## src/rtl/clk_div_mon.sv

```systemverilog
// clk_div_mon
// -----------------------------------------------------------------------------
// Health monitor for an odd-ratio divided clock. The divided clock is sampled
// in the source clk domain. Each period and its high time are measured in clk
// cycles. Lock is declared after a run of correct periods. Wrong periods,
// stuck clocks and (optionally) duty faults set sticky error status.
//
// Parameters:
//   DIV      expected clk cycles per divided period (2..127)
//   CNT_W    measurement counter width, 2^CNT_W > 2*DIV
//   LOCK_CNT consecutive good periods needed for lock (1..15)
//   ERR_W    width of the saturating error counter
//
// Ports:
//   clk        in   source clock (also drives the divider)
//   rst        in   synchronous active-high reset
//   clk_div_in in   divided clock under test, asynchronous to clk
//   period     out  last measured period, 0 after a timeout
//   high_cnt   out  sampled-high cycles in the last period
//   period_vld out  one-cycle pulse when period/high_cnt update
//   locked     out  LOCK_CNT consecutive good periods, no failure since
//   err        out  sticky fault flag, cleared only by rst
//   err_cnt    out  saturating count of failed periods
//
// Optional feature macro: CLK_DIV_MON_DUTY_CHK_EN
//   When defined, a period is good only if the high and low sampled counts
//   differ by at most one cycle.
// -----------------------------------------------------------------------------
module clk_div_mon #(
    parameter int DIV      = 9,
    parameter int CNT_W    = 8,
    parameter int LOCK_CNT = 4,
    parameter int ERR_W    = 8
) (
    input  logic             clk,
    input  logic             rst,
    input  logic             clk_div_in,
    output logic [CNT_W-1:0] period,
    output logic [CNT_W-1:0] high_cnt,
    output logic             period_vld,
    output logic             locked,
    output logic             err,
    output logic [ERR_W-1:0] err_cnt
);

    localparam logic [CNT_W-1:0] DIV_C     = CNT_W'(DIV);
    localparam logic [CNT_W-1:0] TIMEOUT_C = CNT_W'(2 * DIV);
    localparam logic [CNT_W-1:0] ONE_C     = CNT_W'(1);
    localparam logic [3:0]       LOCK_C    = 4'(LOCK_CNT);

    typedef enum logic [1:0] {
        IDLE      = 2'd0,
        WAIT_RISE = 2'd1,
        MEAS      = 2'd2
    } state_t;

    state_t           state_reg;
    logic             s1_reg;
    logic             s2_reg;
    logic             s3_reg;
    logic [CNT_W-1:0] per_cnt_reg;
    logic [CNT_W-1:0] hi_cnt_reg;
    logic [3:0]       match_run_reg;

    logic             rise;
    logic             timeout;
    logic             duty_ok;
    logic             period_good;
    logic [3:0]       run_next;

    // s3 is the previous s2 sample; a rise is a 0->1 step of the synchronized
    // clock.
    assign rise = s2_reg & ~s3_reg;

    // A rise in the same cycle takes priority over the timeout.
    assign timeout = (per_cnt_reg == TIMEOUT_C) & ~rise;

`ifdef CLK_DIV_MON_DUTY_CHK_EN
    // Compare twice the high count with the period. This is the same as
    // comparing the high count with the low count. One extra bit keeps the
    // doubling exact.
    logic [CNT_W:0] twice_hi;
    logic [CNT_W:0] per_ext;
    logic [CNT_W:0] duty_diff;

    assign twice_hi = {hi_cnt_reg, 1'b0};
    assign per_ext  = {1'b0, per_cnt_reg};

    always_comb begin
        duty_diff = '0;
        if (twice_hi >= per_ext) begin
            duty_diff = twice_hi - per_ext;
        end else begin
            duty_diff = per_ext - twice_hi;
        end
        duty_ok = (duty_diff <= (CNT_W + 1)'(1));
    end
`else
    assign duty_ok = 1'b1;
`endif

    assign period_good = (per_cnt_reg == DIV_C) & duty_ok;

    // The match run saturates at LOCK_CNT.
    assign run_next = (match_run_reg >= LOCK_C) ? LOCK_C : match_run_reg + 4'd1;

    always_ff @(posedge clk) begin
        if (rst) begin
            state_reg     <= IDLE;
            s1_reg        <= 1'b0;
            s2_reg        <= 1'b0;
            s3_reg        <= 1'b0;
            per_cnt_reg   <= '0;
            hi_cnt_reg    <= '0;
            match_run_reg <= '0;
            period        <= '0;
            high_cnt      <= '0;
            period_vld    <= 1'b0;
            locked        <= 1'b0;
            err           <= 1'b0;
            err_cnt       <= '0;
        end else begin
            s1_reg     <= clk_div_in;
            s2_reg     <= s1_reg;
            s3_reg     <= s2_reg;
            period_vld <= 1'b0;

            case (state_reg)
                IDLE: begin
                    state_reg <= WAIT_RISE;
                end

                WAIT_RISE: begin
                    if (rise) begin
                        per_cnt_reg <= ONE_C;
                        hi_cnt_reg  <= ONE_C;
                        state_reg   <= MEAS;
                    end
                end

                MEAS: begin
                    if (rise || timeout) begin
                        // On a rise the counters still hold the previous
                        // period, so the rise cycle is not counted in it.
                        period     <= rise ? per_cnt_reg : '0;
                        high_cnt   <= hi_cnt_reg;
                        period_vld <= 1'b1;

                        if (rise && period_good) begin
                            match_run_reg <= run_next;
                            if (run_next == LOCK_C) begin
                                locked <= 1'b1;
                            end
                        end else begin
                            match_run_reg <= '0;
                            locked        <= 1'b0;
                            err           <= 1'b1;
                            if (err_cnt != {ERR_W{1'b1}}) begin
                                err_cnt <= err_cnt + ERR_W'(1);
                            end
                        end

                        if (rise) begin
                            per_cnt_reg <= ONE_C;
                            hi_cnt_reg  <= ONE_C;
                        end else begin
                            state_reg <= WAIT_RISE;
                        end
                    end else begin
                        per_cnt_reg <= per_cnt_reg + ONE_C;
                        hi_cnt_reg  <= hi_cnt_reg + {{(CNT_W - 1){1'b0}}, s2_reg};
                    end
                end

                default: begin
                    state_reg <= IDLE;
                end
            endcase
        end
    end

endmodule

```

## config.mk

```make
export PLATFORM = sky130hd
export DESIGN_NAME = clk_div_mon
export DESIGN_NICKNAME = d
export VERILOG_FILES = /design/src/rtl/clk_div_mon.sv
export SDC_FILE = /design/constraint.sdc
export NUM_CORES = 1
export LEC_CHECK = 0
export BUFFER_PORTS_ARGS = -buffer_cell sky130_fd_sc_hd__buf_4
export CELL_PAD_IN_SITES_DETAIL_PLACEMENT = 0
export CELL_PAD_IN_SITES_GLOBAL_PLACEMENT = 1
export CORE_MARGIN = 4
export CORE_UTILIZATION = 40
export CTS_CLUSTER_DIAMETER = 30
export DETAILED_ROUTE_END_ITERATION = 6
export MAX_ROUTING_LAYER = met4
export PLACE_DENSITY = 0.85
export SYNTH_ARGS = -nofsm -noshare
export SYNTH_HDL_FRONTEND = slang
export SYNTH_SLANG_ARGS = --single-unit
```

## constraint.sdc

```tcl
create_clock -name clk -period 5.1 [get_ports clk]
set_clock_uncertainty 0.2 [all_clocks]
set_input_delay 0.765 -clock clk [delete_from_list [all_inputs] [get_ports clk]]
set_output_delay 0.765 -clock clk [all_outputs]
set_load 0.01 [all_outputs]
```

Word-level counts from Yosys, hierarchy flattened

Cells that the tools add are included.

Logic and storage cells: 60
Register bits after elaboration: 52

Add/sub/neg operators: 4
Order comparisons: 1
Bitwise gates (word level): 6
Equality and inequality tests: 10
Muxes and demuxes: 16
Reductions and logical operators: 10

Operators with widths:

| operator                                                              | count |
|---|---|
| 8-bit two-way mux                                                     | 5 |
| 8-bit case mux with 2 select lines                                    | 2 |
| 8-bit by 1-bit adder with 8-bit output, second input constant         | 2 |
| 3-bit AND reduction                                                   | 3 |
| 8-bit by 1-bit adder with 8-bit output                                | 1 |
| 8-bit by 4-bit equality test with 1-bit output, second input constant | 1 |
| 8-bit by 5-bit equality test with 1-bit output, second input constant | 1 |
| 4-bit two-way mux                                                     | 2 |
| 8-bit != test, second input constant                                  | 1 |
| 2-bit two-way mux                                                     | 3 |
| 2-bit != test, second input constant                                  | 3 |
| 2-bit case mux with 3 select lines                                    | 1 |
| 4-bit by 1-bit adder with 4-bit output, second input constant         | 1 |
| 4-bit by 3-bit equality test with 1-bit output, second input constant | 1 |
| 4-bit by 3-bit >= comparator with 1-bit output, second input constant | 1 |
| 1-bit inverter                                                        | 4 |
| 4-bit AND reduction                                                   | 1 |
| 1-bit two-way mux                                                     | 3 |
| 1-bit bitwise AND                                                     | 2 |
| 2-bit by 1-bit equality test with 1-bit output, second input constant | 1 |
| 2-bit equality test, second input constant                            | 1 |
| 2-bit zero test                                                       | 1 |
| 2-bit by 1-bit != test with 1-bit output, second input constant       | 1 |
| 2-bit AND reduction                                                   | 1 |
| other kinds (4)                                                       | 4 |

Longest topological paths before layout

Depth after elaboration: 7
Mapped depth: 9

Least setup slack after synthesis

No wires, ideal clock.

Kind: register to register
Start point: register state_reg[0]
End point: register err_cnt[5]
Clock period less this slack: 2.078 ns
Required time: 4.829 ns
Path slack: 3.022 ns
Data arrival time: 1.807 ns
Stages on the path, launching flop included: 8
Cell sequence: dfxtp_1 inv_1 ha_1 clkbuf_1 o21ai_0 a21oi_4 or4b_1 a21oi_1

Cells in the longest elaborated chain, start to end: 2

RTL lines:

| what                          | line | RTL |
|---|---|---|
| from (decl)                   | 57   | `state_t state_reg;` |
| from (signal assigned)        | 109  | `state_reg <= IDLE;` |
| from (signal assigned)        | 130  | `state_reg <= WAIT_RISE;` |
| from (signal assigned)        | 137  | `state_reg <= MEAS;` |
| 2-bit equality test           | 128  | `case (state_reg)` |
| 4-bit AND reduction (no line) | --   |  |
| to (signal assigned)          | 159  | `err_cnt <= err_cnt + ERR_W'(1);` |
| to (decl)                     | 43   | `output logic [ERR_W-1:0] err_cnt` |

No other way between the ends.
A chain may end at the register's enable or synchronous reset.

Final worst setup path

Start point: register per_cnt_reg[0]
End point: register per_cnt_reg[6]

Cells in the longest elaborated chain, start to end: 5

RTL lines:

| what                                                                           | line | RTL |
|---|---|---|
| from (decl)                                                                    | 61   | `logic [CNT_W-1:0] per_cnt_reg;` |
| from (signal assigned)                                                         | 170  | `per_cnt_reg <= per_cnt_reg + ONE_C;` |
| branches (longest 3 deep; another with 8-bit by 1-bit adder with 8-bit output) | --   |  |
| 8-bit two-way mux (*)                                                          | 142  | `if (rise \|\| timeout) begin` |
| 8-bit case mux with 2 select lines (*)                                         | 128  |  |

Mark *: on every way between the ends.

==> flow_summary_export.csv <==
group,metric,value,unit
cts,cts_hold_buf,0,
hold_path,hold_path_class,"flip-flop to flip-flop",
cts,cts_buffers,5,
yosys,synthDistinctLibCells,45,
critical_path,worst_ep_arrival_time,2560,ps
placement,io_buffer_count,29,
route,ant_nets,0,
global_route,grt_usage,14.3,%
critical_path,slowest_delay,770,ps
sta,min_period_over_period,50.3,%
sta,fmax,390,MHz
cts,cts.clk_slew.worst_paths,90,ps
yosys,syn_inst,262,
route,vias_per_cell,5.19,
sta,fin_setup_tns,0,ps
sta,tightestPinTransition,952,ps
sta,min_period,2570,ps
critical_path,crit_fanout,14,
critical_path,path_cells,"inv_1 -> ha_1 -> and3b_1 -> a21oi_1 -> nand4_1 -> xor2_1 -> nor2_1",
placement,placed_area,2560,um2
yosys,synth_area,2310,um2
global_route,grt_pass1_wl,8160,um
pwr,peakVddDrop,0.188,mV
route,vias,1859,
cts,htree_levels,2,
cts,cts_tree,"built",
floorplan,die_h,84.0,um
yosys,ys.flop_type,"dfxtp_1",
pwr,finalPower,782,uW
yosys,synth_edf_count,0,
cells_and_area,syn2layout_area_growth,15.3,%
yosys,synth_fp_nets,277,
yosys,ys_async_sr_fraction,0,%
job,maxCapViolations,0,
yosys,yosysTopAreaCell,"dfxtp_1",
yosys,synth_area_leaders,"dfxtp_1 (45%), ha_1 (6.5%), nor2_1 (5.7%)",
yosys,ys_seq_area_share,45.1,%
cts,root_buffer,"clkbuf_8",
floorplan,die_x,84.0,um
cts,cts_resized,0,
yosys,yosys_warnings,0,
cells_and_area,num_antenna_cells,0,
critical_path,r2r_slack,2530,ps
critical_path,cp-start-kind,"flip-flop",
sta,rsz0062_at_grt,"false",
floorplan,core-area,5540,um2
floorplan,dieArea,7050,um2
critical_path,crit_type,"flip-flop to flip-flop",
floorplan,num_rows,27,
route,drc_errors,0,
critical_path,required,5090,ps
critical_path,crit_buf_inv,1,
sta,setup_viol,0,
route,drt-pass1-iter-count,4,
global_route,grt-ovfl-total,0,
global_route,use_met2,23.1,%
yosys,synth_top_area_share,45.1,%
critical_path,critPathSlowestCell,"a21oi_1",
global_route,grt_max_degree,47,
global_route,antenna_found_initial,0,
global_route,grt_util_met3,4.34,%
cells_and_area,layout_commonest_cell,"dfxtp_1",
route,first_iter_violations,112,
cts,insertion_delay,310,ps
sta,relSlewSlack,36.6,%
cts,clock-sinks,52,
global_route,grt_busiest_layer,"met2",
critical_path,critPathTopFamily,"compound AO/OA/AOI/OAI gates",
global_route,gr-usage-met1,17.4,%
critical_path,end_kind,"flip-flop",
cells_and_area,layout-drive-gt1-share,16.1,%
floorplan,io_pins,30,
global_route,grt_pass1_vias,1824,
sta,final_max_slew_viol_count,0,
pwr,total_leakage_power,0.00103,uW
route,detail_route.wl_per_cell,12.9,um
cts,postCtsSetupRepairBufs,0,
cells_and_area,final_cell_mix,"dfxtp_1 (52), nor2_1 (35), nand2_1 (32)",
cells_and_area,fin_area,2660,um2
placement,place_hpwl,3170,um
yosys,syn_avg_cell_area,8.81,um2
pwr,p_per_area,294,nW/um2
yosys,ys_ff_latch,52,
route,wl,4610,um
cts,clock_path_buffers,2,
floorplan,initial_utilization,41.7,%
placement,gp_congestion,0.818,
outcome,status,"finished clean",
cells_and_area,fin_nets,300,
sta,hold_viol_final,0,
-- power breakdown --
group	switching [uW]	internal [uW]
sequential	14.7	417
combinational	63.1	38.8
clock	138	110
-- synth_stat cells (all sizes together), types with 3 or more instances --
| library cell | count |
|---|---|
| nand3 | 8 |
| nor2b | 7 |
| a21oi | 21 |
| clkbuf | 10 |
| nand4 | 8 |
| buf | 3 |
| a22oi | 8 |
| and3 | 6 |
| nor2 | 35 |
| nor3 | 4 |
| o21ai | 5 |
| ha | 12 |
| nand2 | 32 |
| dfxtp | 52 |
| xor2 | 9 |
| inv | 7 |
-- layer usage --
layer	wire length (um)	part of all wire, %	vias to the layer above
li1	-	-	948
met1	2190	48	876
met2	2180	47	29
met3	186	4.0	6
met4	56	1.2	0
met5	0	0	-
-- worst register-to-register path, delay by kind of cell, from the launching register on --
family,cells,cell delay [ps]
compound gates,1,770
flops,1,520
simple gates,3,500
fa+ha+maj,1,190
xor+xnor,1,190
buf+inv,1,80
-- worst paths after layout --
| check | start | to | cells past startpoint |
|---|---|---|---|
| setup reg to reg | per_cnt_reg[0] | per_cnt_reg[6] | 7 |
| hold reg to reg | s1_reg | s2_reg | 1 |
| setup / recovery | per_cnt_reg[0] | per_cnt_reg[6] | 7 |
| hold / removal | s1_reg | s2_reg | 1 |
-- cells by family after synthesis --
kind of cell,Yosys count,share of synthesized area [%]
AO/OA/AOI/OAI,46,13.2
XOR/XNOR,11,4.17
adder cells (fa/ha/maj),12,6.50
buffers and inverters,20,3.41
flip-flops,52,45.1
multiplexers,4,1.84
AND/OR/NAND/NOR,117,25.8
-- area by class of cell --
cell class,count,area (um2)
Tap cell,72,90.1
Multi-Input combinational cell,190,1190
Inverter,7,26.3
Clock inverter,2,15.0
Sequential cell,52,1040
Fill cell,554,2880
Clock buffer,6,82.6
Timing Repair Buffer,29,218
-- through the flow --
stage,cells,util (%),setup slack (ps),hold WS (ps)
floorplan,262,-,3020,214
global placement,350,46.3,2640,230
detailed placement,350,46.3,2580,230
CTS,358,48.0,2560,252
global route,358,48.0,2320,279
finish,358,48.0,2530,248
No activity file was read; power rests on OpenSTA's default activity.
